`src/rtl/axi_lite_read_master.sv`:
```
// Single-outstanding AXI-lite read initiator: core request/response port to AR/R channels.
// Optional watchdog on AR/R, built only when AXI_RD_TIMEOUT_EN is defined.
module axi_lite_read_master #(
  parameter int ADDR_W         = 64,
  parameter int DATA_W         = 32,
  parameter int TIMEOUT_CYCLES = 255
) (
  input  logic              clk,
  input  logic              rst_n,
  input  logic              req_valid,
  output logic              req_ready,
  input  logic [ADDR_W-1:0] req_addr,
  output logic              resp_valid,
  input  logic              resp_ready,
  output logic [DATA_W-1:0] resp_data,
  output logic              resp_err,
  output logic              m_axi_arvalid,
  output logic [ADDR_W-1:0] m_axi_araddr,
  input  logic              m_axi_arready,
  input  logic              m_axi_rvalid,
  input  logic [DATA_W-1:0] m_axi_rdata,
  output logic              m_axi_rready
);

  // Valid/ready: a transfer happens on a rising clk edge where valid and ready are both
  // high; a raised valid keeps its payload stable until that edge.
  typedef enum logic [1:0] {
    ST_IDLE = 2'd0,
    ST_AR   = 2'd1,
    ST_R    = 2'd2,
    ST_RESP = 2'd3
  } state_e;

  state_e            state_q, state_d;
  logic [ADDR_W-1:0] addr_q, addr_d;
  logic [DATA_W-1:0] data_q, data_d;
  logic              timeout_hit;
  logic              err_out;

  always_comb begin
    state_d = state_q;
    addr_d  = addr_q;
    data_d  = data_q;
    case (state_q)
      ST_IDLE: begin
        if (req_valid) begin
          addr_d  = req_addr;
          state_d = ST_AR;
        end
      end
      ST_AR: begin
        if (m_axi_arready) begin
          state_d = ST_R;
        end else if (timeout_hit) begin
          data_d  = '0;
          state_d = ST_RESP;
        end
      end
      ST_R: begin
        if (m_axi_rvalid) begin
          data_d  = m_axi_rdata;
          state_d = ST_RESP;
        end else if (timeout_hit) begin
          data_d  = '0;
          state_d = ST_RESP;
        end
      end
      ST_RESP: begin
        if (resp_ready) begin
          state_d = ST_IDLE;
        end
      end
      default: state_d = ST_IDLE;
    endcase
  end

  always_ff @(posedge clk) begin
    if (!rst_n) begin
      state_q <= ST_IDLE;
      addr_q  <= '0;
      data_q  <= '0;
    end else begin
      state_q <= state_d;
      addr_q  <= addr_d;
      data_q  <= data_d;
    end
  end

`ifdef AXI_RD_TIMEOUT_EN
  localparam int CNT_RAW_W = $clog2(TIMEOUT_CYCLES + 1);
  localparam int CNT_W     = (CNT_RAW_W < 8) ? 8 : CNT_RAW_W;
  localparam logic [CNT_W-1:0] CNT_LAST = CNT_W'(TIMEOUT_CYCLES - 1);

  logic [CNT_W-1:0] cnt_q, cnt_d;
  logic             err_q;
  logic             to_fire;

  // cnt_q counts completed AR/R cycles, so the watchdog fires at the end of the
  // TIMEOUT_CYCLES-th cycle spent waiting.
  assign timeout_hit = (cnt_q == CNT_LAST);
  assign to_fire     = timeout_hit &&
                       (((state_q == ST_AR) && !m_axi_arready) ||
                        ((state_q == ST_R)  && !m_axi_rvalid));

  always_comb begin
    cnt_d = cnt_q;
    if ((state_q == ST_IDLE) && req_valid) begin
      cnt_d = '0;
    end else if ((state_q == ST_AR) || (state_q == ST_R)) begin
      cnt_d = cnt_q + 1'b1;
    end
  end

  always_ff @(posedge clk) begin
    if (!rst_n) begin
      cnt_q <= '0;
      err_q <= 1'b0;
    end else begin
      cnt_q <= cnt_d;
      if (to_fire) begin
        err_q <= 1'b1;
      end else if ((state_q == ST_R) && m_axi_rvalid) begin
        err_q <= 1'b0;
      end
    end
  end

  assign err_out = err_q;
`else
  logic unused_timeout_cfg;
  assign unused_timeout_cfg = (TIMEOUT_CYCLES != 0);
  assign timeout_hit        = 1'b0;
  assign err_out            = 1'b0;
`endif

  // req_ready is the only output that looks at rst_n directly.
  assign req_ready     = rst_n && (state_q == ST_IDLE);
  assign m_axi_arvalid = (state_q == ST_AR);
  assign m_axi_araddr  = (state_q == ST_AR) ? addr_q : '0;
  assign m_axi_rready  = (state_q == ST_R);
  assign resp_valid    = (state_q == ST_RESP);
  assign resp_data     = (state_q == ST_RESP) ? data_q : '0;
  assign resp_err      = (state_q == ST_RESP) ? err_out : 1'b0;

endmodule

```
`config.mk`:
```
export PLATFORM = sky130hd
export DESIGN_NAME = axi_lite_read_master
export DESIGN_NICKNAME = d
export VERILOG_FILES = /design/src/rtl/axi_lite_read_master.sv
export SDC_FILE = /design/constraint.sdc
export NUM_CORES = 1
export LEC_CHECK = 0
export BUFFER_PORTS_ARGS = -buffer_cell sky130_fd_sc_hd__buf_2
export CORE_UTILIZATION = 42
export CTS_BUF_LIST = sky130_fd_sc_hd__clkbuf_8 sky130_fd_sc_hd__clkbuf_16
export DETAILED_ROUTE_END_ITERATION = 10
export HOLD_SLACK_MARGIN = 0.05
export PLACE_DENSITY = 0.74
export SYNTH_ARGS = -nofsm -noshare
export SYNTH_HDL_FRONTEND = slang
export SYNTH_SLANG_ARGS = --single-unit
```
`constraint.sdc`:
```
create_clock -name clk -period 1.58 [get_ports clk]
set_clock_uncertainty 0.1 [all_clocks]
set_input_delay 0.079 -clock clk [delete_from_list [all_inputs] [get_ports clk]]
set_output_delay 0.079 -clock clk [all_outputs]
set_load 0.1 [all_outputs]
```
== Word level (Yosys, flattened, before mapping) ==
Cells that the tools add are included.

* Eq/ne operators: 7
* Multiplexer cells: 7
* Reduce and logical (&&, ||, !) cells: 5

{| class="wikitable"
|+ Operators by type and width
! operator !! number
|-
| 64-bit two-way mux || 1
|-
| 32-bit two-way mux || 1
|-
| 2-bit two-way mux || 4
|-
| 2-bit case mux with 4 select lines || 1
|-
| 2-bit == test, second input constant || 2
|-
| 2-bit by 1-bit != test with 1-bit output, second input constant || 2
|-
| 2-bit != test, second input constant || 2
|-
| 2-bit AND reduction || 2
|-
| 4-bit AND reduction || 1
|-
| 2-bit by 1-bit == test with 1-bit output, second input constant || 1
|-
| 2-bit zero test || 1
|-
| 1-bit logical AND || 1
|}

* Bits in registers: 98
* Input port bits: 102
* Word-level logic and storage cells: 22

== Depth between registers and ports, before layout ==
Gate-level depths: netlist of the first run.

* Depth in word-level cells: 3
* Gate-level depth with buffers: 7
* Gate-level depth less buffers: 5

== Worst setup path after synthesis of the first run ==
OpenSTA, ideal clock, no wires.

* Path kind: register to output
* Start: register state_q[1]
* End: output port m_axi_araddr[10]
* Arrival: 2490 ps
* Data required time: 1401 ps
* Path slack: -1089 ps
* Stages on the path, launching flop included: 6
* Buffers on the path: 2
* Path through: dfxtp_1 inv_1 ha_1 buf_2 clkbuf_1 and2_1

* Word-level cells in the longest chain between the ends: 2

{| class="wikitable"
|+ RTL lines
! what !! line !! source
|-
| start, declared || 34 || <nowiki>state_e state_q, state_d;</nowiki>
|-
| start signal, assigned || 83 || <nowiki>state_q <= state_d;</nowiki>
|-
| 2-bit by 1-bit == test with 1-bit output || -- ||
|-
| via m_axi_arvalid || 17 || <nowiki>output logic m_axi_arvalid,</nowiki>
|-
| 64-bit two-way mux || 139 || <nowiki>assign m_axi_araddr = (state_q == ST_AR) ? addr_q : '0;</nowiki>
|-
| end, declared || 18 || <nowiki>output logic [ADDR_W-1:0] m_axi_araddr,</nowiki>
|}

The timed path passes the listed nets, and every way through them passes these cells.

== Final worst setup path of the first run ==
* Start: register state_q[0]
* End: output port resp_data[13]

* Word-level cells in the longest chain between the ends: 2

{| class="wikitable"
|+ RTL lines
! what !! line !! source
|-
| 2-bit == test || 142 || <nowiki>assign resp_data = (state_q == ST_RESP) ? data_q : '0;</nowiki>
|-
| 32-bit two-way mux || 142 ||
|-
| end, declared || 15 || <nowiki>output logic [DATA_W-1:0] resp_data,</nowiki>
|}

No other way between the ends.

==> results of run 1 <==
## per-stage QoR
stage | total power, mW | hold WS, ps | std cells | cell area [sq um] | setup WS (ps)
after detailed placement | 8.13 | 224 | 856 | 7370 | -9.67
final | 10.2 | 71.8 | 977 | 8700 | -181
after global placement | 7.95 | 217 | 856 | 7370 | 64.6
after CTS | 9.84 | 67.1 | 970 | 8570 | -179
after global routing | 10.7 | 80.0 | 977 | 8700 | -236
after floorplan | 6.61 | 114 | 546 | 4770 | -161
## cells in the mapped netlist
master,number
and2_1,99
nor2b_1,1
o211a_1,1
conb_1,1
dfxtp_1,98
ha_1,4
clkbuf_1,19
buf_2,11
nand2_1,196
mux2i_1,1
inv_1,3
a2111oi_4,1
a21boi_0,6
buf_4,9
buf_6,3
a21boi_1,90
nor2b_4,2
or4_1,1
## what timing repair did
action                                  CTS  global route
gates cloned                              1             4
setup buffers                             1             2
endpoints found under the setup margin  100           117
resized for setup                        10             8
hold buffers                             97             0
pin swaps                                 2            16
hold endpoints to repair                 97             0
## layer usage
layer  up-vias  wire, microns  track usage (%)
met2       230           9090             57.0
li1       2294              -                -
met4         0           1170             20.5
met5         -              0                0
met1      2291           5970             28.0
met3        86            804             6.61
## where the power goes
part           switching, mW  leakage (nW)  internal (mW)
Combinational           3.32          2.76           2.28
Sequential             0.251         0.801           2.90
Clock                  0.861        0.0899          0.604
Total                   4.43          3.65           5.79
## state kept, by name, indices dropped and copies added, names as in the netlist
signal and cells:
addr_q 64, state_q 2, data_q 32
## kinds of logic after synthesis
family / share of synthesized area (%)
compound gates: 17.2
fa+ha+maj: 1.13
buf+inv: 5.41
flops: 44.4
mux: 0.227
other cells: 0.0849
simple gates: 31.6
## cell type report
class / instances / area, sq um
Inverter: 3 / 13.8
Antenna cell: 1 / 2.50
Clock inverter: 5 / 31.3
Tap cell: 136 / 170
Timing Repair Buffer: 321 / 3870
Multi-Input combinational cell: 403 / 2510
Fill cell: 511 / 1570
Sequential cell: 98 / 1970
Clock buffer: 10 / 138
## worst register-to-register path, stage by stage (launching register included)
cell and delay [ps]:
dfxtp_2 350, buf_6 120, ha_4 190, nor2b_4 150
or4_4 470, o211a_1 140
## final timing paths
kind	startpoint	end	slack, ps	depth (start not counted)
worst max-delay path	state_q[0]	resp_data[13]	-180	5
worst min-delay path	rst_n	state_q[1]	70	3
worst max register to register	state_q[0]	state_q[0]	-30	5
worst min register to register	addr_q[46]	addr_q[46]	360	2
==> results.cfg, run 1 <==
[logic_synthesis]
syn-num-nets = 652
ys_seq_elements = 98
netlist_instances = 546
seq_area_frac_synth_pct = 44.4
ys_warn_count = 0
synth_area_leaders = dfxtp_1, nand2_1, a21boi_1
syn-cell-area_sq_um = 4420
synth_cell_types = 18
synth.top_cell.area_share_pct = 44.4
avgSynthCellArea_sq_um = 8.09
synth_top_cell_by_area = dfxtp_1

[route]
drt_iter0_drc = 172
via_per_inst = 5.02
wire_per_inst_microns = 17.4
num_vias = 4901
drt_wl_total_mm = 17.0
drc = 0
ant_nets = 0
drtPass1Iterations = 6

[placed_design]
hpwl_mm = 9.22
gp_congestion = 0.766
port_buffers = 201

[layout]
fin_util_pct = 84.7
layout_commonest_cell = nand2_1
fin_nets = 942
syn_to_final_growth_pct = 96.9
layout-drive-gt1-share_pct = 41.4
final_cell_mix = nand2_1, buf_12, buf_2

[critical_path]
crit_chain = buf_4 > ha_4 > buf_16 > and2_4 > buf_12
slowest_delay_ps = 360
cp_slowest_cell = dfxtp_2
crit_type = flop to output port
cp.arrival_ps = 1580
crit_family = buffers and inverters
critPathRequiredTime_ps = 1400
critical_path.n_buffers_inverters = 3
critPathMaxFanout = 16
start_kind = flop
cp-end-kind = output port

[floorplanning]
die_y_microns = 105
placementRows = 37
die_w_microns = 105
core_area_sq_um = 10300
num_io_pins = 203
start_util_pct = 43.0
die_area_sq_um = 10900

[clock_network]
cts_tree = yes
cts_made_buffers = 9
path_clk_slew_ps = 90
cts_max_level = 3
cts-root-buf = clkbuf_8
clock-sinks = 98
insertion_delay_ps = 350
cts_buffer_depth = 2

[pwr]
powerDensity_nw_per_um2 = 1170
p_leak_nw = 3.65
peakVddDrop_v = 0.000643

[outcome]
violations = negative setup slack
outcome = finished with violations

[global_routing]
grt.total_usage_pct = 29.9
grt_pass1_wl_mm = 25.5
antenna_found_initial = 1
grt_overflow = 0
grt_max_degree = 45
first_global_vias = 5209

[sta]
max_freq_ghz = 0.568
fin_crit_ps = 1760
report.final.slew_viol_count = 0
finalHoldViolations = 0
grt_setup_unrepaired = true
period_share_pct = 111
fin_ws_ps = -181
setup_viol = 99
setup_tns_ps = -14210

[worst_hold_path]
hold_class = primary input to flop

[run]
maxCapViolCount = 0
No activity file was read; power rests on OpenSTA's default activity.
==> inputs of run 2 (changes only) <==
CORE_UTILIZATION = 45   (was 42)
PLACE_DENSITY = 0.75   (was 0.74)
clock period = 1.8 ns   (was 1.58 ns; I/O delays follow)
==> results.cfg, run 2 (synthesis results as in run 1) <==
[outcome]
outcome = complete, no violations

[clock_network]
cts_max_level = 3
cts_tree = yes
cts_buffer_depth = 2
cts_made_buffers = 9
cts-root-buf = clkbuf_8
insertion_delay_ps = 350
clock-sinks = 98
path_clk_slew_ps = 90

[sta]
slew_headroom_pct = 61.5
setup_viol = 0
max_freq_ghz = 0.562
report.final.slew_viol_count = 0
grt_setup_unrepaired = true
period_share_pct = 98.9
finalHoldViolations = 0
setup_tns_ps = 0
fin_crit_ps = 1780
fin_ws_ps = 20.4
worst_pin_slew_ps = 577

[pwr]
p_leak_nw = 3.54
power_mw = 8.92
powerDensity_nw_per_um2 = 1060
peakVddDrop_v = 0.000676

[route]
ant_nets = 0
drt_iter0_drc = 160
drtPass1Iterations = 4
wire_per_inst_microns = 17.5
drc = 0
via_per_inst = 5.01
num_vias = 4832
drt_wl_total_mm = 16.9

[global_routing]
first_global_vias = 5056
grt_max_degree = 48
grt_pass1_wl_mm = 25.0
antenna_found_initial = 2
grt.total_usage_pct = 31.9
grt_overflow = 0

[run]
maxCapViolCount = 0

[layout]
final_cell_mix = nand2_1, buf_12, buf_2
reg_top3 = addr_q x64, data_q x32, state_q x2
multi_input_area_sq_um = 2360
fin_area_sq_um = 8450
regMostFlops = addr_q
layout-drive-gt1-share_pct = 40.6
syn_to_final_growth_pct = 91.2
layout_commonest_cell = nand2_1
largest_reg_flops = 64
seq_area_sq_um = 1970
fill_cells = 407
fin_nets = 934

[critical_path]
critPathMaxFanout = 12
reg2reg_depth = 6
critPathRequiredTime_ps = 1610
crit_chain = inv_4 > ha_4 > clkbuf_16 > and2_2 > buf_12
startpoint = state_q[1]
crit_type = flop to output port
cp.arrival_ps = 1590
start_kind = flop
cp-end-kind = output port
endpoint = m_axi_araddr[32]
reg2reg_slack_ps = 130
reg2reg_to = data_q[30]
cp_slowest_cell = dfxtp_4
r2r_start = state_q[0]
slowest_delay_ps = 370

[placed_design]
hpwl_mm = 9.03
gp_congestion = 0.768
place_area_sq_um = 7120
post-place-ws_ps = 26.3
port_buffers = 201

[floorplanning]
core_area_sq_um = 9370
start_util_pct = 47.2
num_io_pins = 203
die_area_sq_um = 10200
placementRows = 35
die_w_microns = 101
die_y_microns = 101

[worst_hold_path]
hold_class = primary input to flop
-- run 2: routing by layer --
| metal | GRT usage [%] | vias to the layer above | part of all wire, % |
|---|---|---|---|
| li1 | - | 2280 | - |
| met5 | 0 | - | 0 |
| met3 | 7.14 | 63 | 6.1 |
| met1 | 31.8 | 2281 | 35 |
| met4 | 17.2 | 0 | 4.5 |
| met2 | 61.1 | 208 | 55 |
-- run 2: repair_timing --
action	4_1_cts	5_1_grt
hold buffers	96	0
endpoints found under the setup margin	88	149
pin swaps	0	2
setup buffers	0	1
resized for setup	5	15
gates cloned	0	4
hold endpoints to repair	96	0
-- run 2: layout make-up --
| class | count | share of cell area [%] |
|---|---|---|
| inverters | 3 | 0.163 |
| flip-flops and latches | 98 | 23.3 |
| diodes | 2 | 0.0592 |
| clock inverters | 7 | 1.11 |
| multi-input cells | 403 | 27.9 |
| well taps | 129 | 1.91 |
| clock buffers | 9 | 1.47 |
| repair buffers | 313 | 44.1 |
-- run 2: stage by stage --
stage / std cells / utilization [%] / hold WS, ps
2_1_floorplan: 546 / - / 125
3_3_place_gp: 845 / 76.0 / 229
3_5_place_dp: 845 / 76.0 / 233
4_1_cts: 957 / 88.7 / 58.9
5_1_grt: 963 / 90.1 / 78.0
6_report: 964 / 90.1 / 67.6
-- run 2: worst max-delay path: cells and delay by family (launching register included) --
kind | cells | cell delay, ps
buffers and inverters | 3 | 450
flip-flops | 1 | 370
adder cells (fa/ha/maj) | 1 | 230
AND/OR/NAND/NOR | 1 | 180
-- run 2: report_power, final --
part / total, mW / switching [mW] / internal [mW]
Sequential: 2.76 / 0.215 / 2.55
Combinational: 4.58 / 2.82 / 1.75
Clock: 1.58 / 0.794 / 0.784
Total: 8.92 / 3.83 / 5.09
-- run 2: worst min path at each step --
stage | to | startpoint | slack (ps) | depth (start not counted)
after floorplan | addr_q[0] | req_addr[0] | 120 | 2
final | state_q[1] | m_axi_rvalid | 70 | 4
after global routing | state_q[1] | m_axi_rvalid | 80 | 4
after CTS | state_q[1] | m_axi_rvalid | 60 | 4
after global placement | addr_q[41] | req_addr[41] | 230 | 3
after detailed placement | data_q[11] | m_axi_rdata[11] | 230 | 3
==> inputs of run 3 (changes only) <==
ABC_AREA = 1   (was not set)
PLACE_DENSITY = 0.76   (was 0.75)
SLEW_MARGIN = 5   (was not set)
==> results.cfg, run 3 <==
[route]
via_per_inst = 4.95
drt_iter0_drc = 171
wire_per_inst_microns = 15.9
num_vias = 5320
drtPass1Iterations = 5
drc = 0
drt_wl_total_mm = 17.1
ant_nets = 0

[critical_path]
slowest_delay_ps = 430
cp_slowest_cell = dfxtp_2
critPathMaxFanout = 26
critical_path.n_buffers_inverters = 3
cp.arrival_ps = 1640
start_kind = flop
critPathRequiredTime_ps = 1610
crit_type = flop to output port
crit_family = buffers and inverters
crit_chain = ha_4 > buf_16 > nand2_1 > clkinvlp_4 > buf_12
cp-end-kind = output port

[outcome]
violations = negative setup slack
outcome = finished with violations

[logic_synthesis]
netlist_instances = 654
synth_cell_types = 17
synth_xor_area_share_pct = 0
synth_top_family_by_area = simple AND/OR/NAND/NOR gates
syn-cell-area_sq_um = 4360
ys_warn_count = 0
muxShareOfSynthArea_pct = 0
ys_seq_elements = 98
seq_area_frac_synth_pct = 45.0
synth_top_cell_by_area = dfxtp_1
synthTopCellsByCount = nor2_1, nand2_1, inv_1
syn-num-nets = 760
avgSynthCellArea_sq_um = 6.67
ys_async_sr_fraction_pct = 0
synth_fa_ha_area_share_pct = 1.15
synth.top_cell.area_share_pct = 45.0
synth_most_common_cell = nor2_1
synth_area_leaders = dfxtp_1, nor2_1, nand2_1
synth_top_flop_cell = dfxtp_1
synth-compound-area-share_pct = 11.3
yosys.area_share.simple_pct = 26.5
synth_edf_count = 0

[layout]
reg_top3 = addr_q x64, data_q x32, state_q x2
largest_reg_flops = 64
fin_nets = 1042
layout-drive-gt1-share_pct = 36.7
final_cell_mix = nor2_1, nand2_1, buf_2
layout_commonest_cell = nor2_1
fin_area_sq_um = 8490
syn_to_final_growth_pct = 94.8
regMostFlops = addr_q
fill_cells = 386

[global_routing]
grt_overflow = 0
gr-usage-met2_pct = 64.6
grt_max_degree = 65
grt-busiest-layer = met2
first_global_vias = 5438
grt.total_usage_pct = 33.6
grt.met1_usage_pct = 35.8
grt_pass1_wl_mm = 26.5
antenna_found_initial = 2
met3_usage_pct = 5.15

[sta]
report.final.slew_viol_count = 0
grt_setup_unrepaired = true
max_freq_ghz = 0.545
fin_ws_ps = -34.6
fin_crit_ps = 1830
setup_viol = 2
holdWs_ps = 136
period_share_pct = 102
finalHoldViolations = 0

[pwr]
netSwitchingPower_mw = 4.74
clkPwrFrac_pct = 14.0
powerDensity_nw_per_um2 = 1180
p_leak_nw = 3.22
p_comb_share_pct = 55.1
p_int_mw = 5.27
p_sw_share_pct = 47.4
peakVddDrop_v = 0.000873
p_seq_share_pct = 30.9

[clock_network]
cts_max_level = 3
cts_buffer_depth = 2
clock-sinks = 98
cts_tree = yes
cts_made_buffers = 9
cts-root-buf = clkbuf_8
insertion_delay_ps = 340
path_clk_slew_ps = 90

[placed_design]
gp_congestion = 0.804
hpwl_mm = 8.89
port_buffers = 201
place_area_sq_um = 7170

[floorplanning]
start_util_pct = 46.7
num_io_pins = 203
core_area_sq_um = 9330
die_y_microns = 100
die_w_microns = 100
placementRows = 35
die_area_sq_um = 10100

[worst_hold_path]
hold_class = primary input to flop

[run]
maxCapViolCount = 0
==> run 3: cell types whose count changed in the layout (fill, tap and decap cells not counted), moves of 5 or more <==
| cell | change |
|---|---|
| a21boi_1 | -90 |
| a21boi_0 | -6 |
| nand2_1 | -93 |
| o21ai_1 | +63 |
| o21ai_0 | +30 |
| buf_12 | -6 |
| and2_2 | -94 |
| inv_1 | +5 |
| buf_4 | +6 |
| nor2_1 | +198 |
| nand2_2 | +6 |
| clkinvlp_4 | +97 |
==> run 3: power groups by stage <==
stage / logic [mW] / registers (mW) / clock network (mW)
final: 5.52 / 3.09 / 1.40
after global routing: 5.82 / 3.16 / 1.51
after CTS: 5.24 / 3.05 / 1.40
after detailed placement: 4.95 / 3.08 / 0
after global placement: 4.84 / 3.04 / 0
after floorplan: 3.62 / 3.00 / 0
==> run 3: cell families after synthesis <==
| family | count (synthesis) |
|---|---|
| AND/OR/NAND/NOR | 307 |
| buffers and inverters | 148 |
| flip-flops | 98 |
| AO/OA/AOI/OAI | 96 |
| adder cells (fa/ha/maj) | 4 |
| other | 1 |
==> run 3: layer usage <==
metal / part of all wire, % / vias to the layer above
met4: 3.5 / 0
met1: 36 / 2520
met5: 0 / -
met3: 5.1 / 49
met2: 56 / 254
li1: - / 2497
==> run 3: final cells by class <==
cell class / count / area [sq um] / area share [%]
Multi-Input combinational cell: 408 / 1740 / 20.5
Sequential cell: 98 / 1970 / 23.2
Tap cell: 129 / 161 / 1.90
Inverter: 106 / 766 / 9.02
Clock inverter: 7 / 71.3 / 0.840
Clock buffer: 9 / 124 / 1.46
Antenna cell: 5 / 12.5 / 0.147
Timing Repair Buffer: 313 / 3650 / 42.9
==> run 3: final timing paths <==
path               from                to  slack, ps  depth (start not counted)
max          state_q[0]  m_axi_araddr[52]        -30                          5
min          resp_ready        state_q[1]        140                          7
min reg2reg  addr_q[44]        addr_q[44]        390                          2
max reg2reg  state_q[0]        addr_q[30]         40                          6
==> run 3: worst reg2reg max path, delay by kind of cell (launching register included) <==
family,cells,cell delay (ps)
AOI/OAI and AO/OA,1,150
adders and majority gates,1,260
buffers and inverters,2,420
DFF,1,430
and+or+nand+nor,2,330
==> run 3: metrics by stage <==
stage / util (%) / setup TNS (ps) / instances / setup WS [ps] / power, mW
floorplan: - / -14140 / 654 / -233 / 6.62
global placement: 76.8 / 0 / 950 / 216 / 7.88
detailed placement: 76.8 / 0 / 950 / 69.7 / 8.03
CTS: 89.9 / -11.4 / 1064 / -6.81 / 9.68
global route: 91.0 / -1470 / 1073 / -102 / 10.5
finish: 91.0 / -39.7 / 1075 / -34.6 / 10.0
==> run 3: timing repair <==
action,in CTS,in global routing
hold endpoints to repair,97,0
buffers inserted,0,5
cloned,1,1
endpoints found under the setup margin,97,182
gates resized for setup,8,8
hold buffers,97,0
pin swaps,1,1
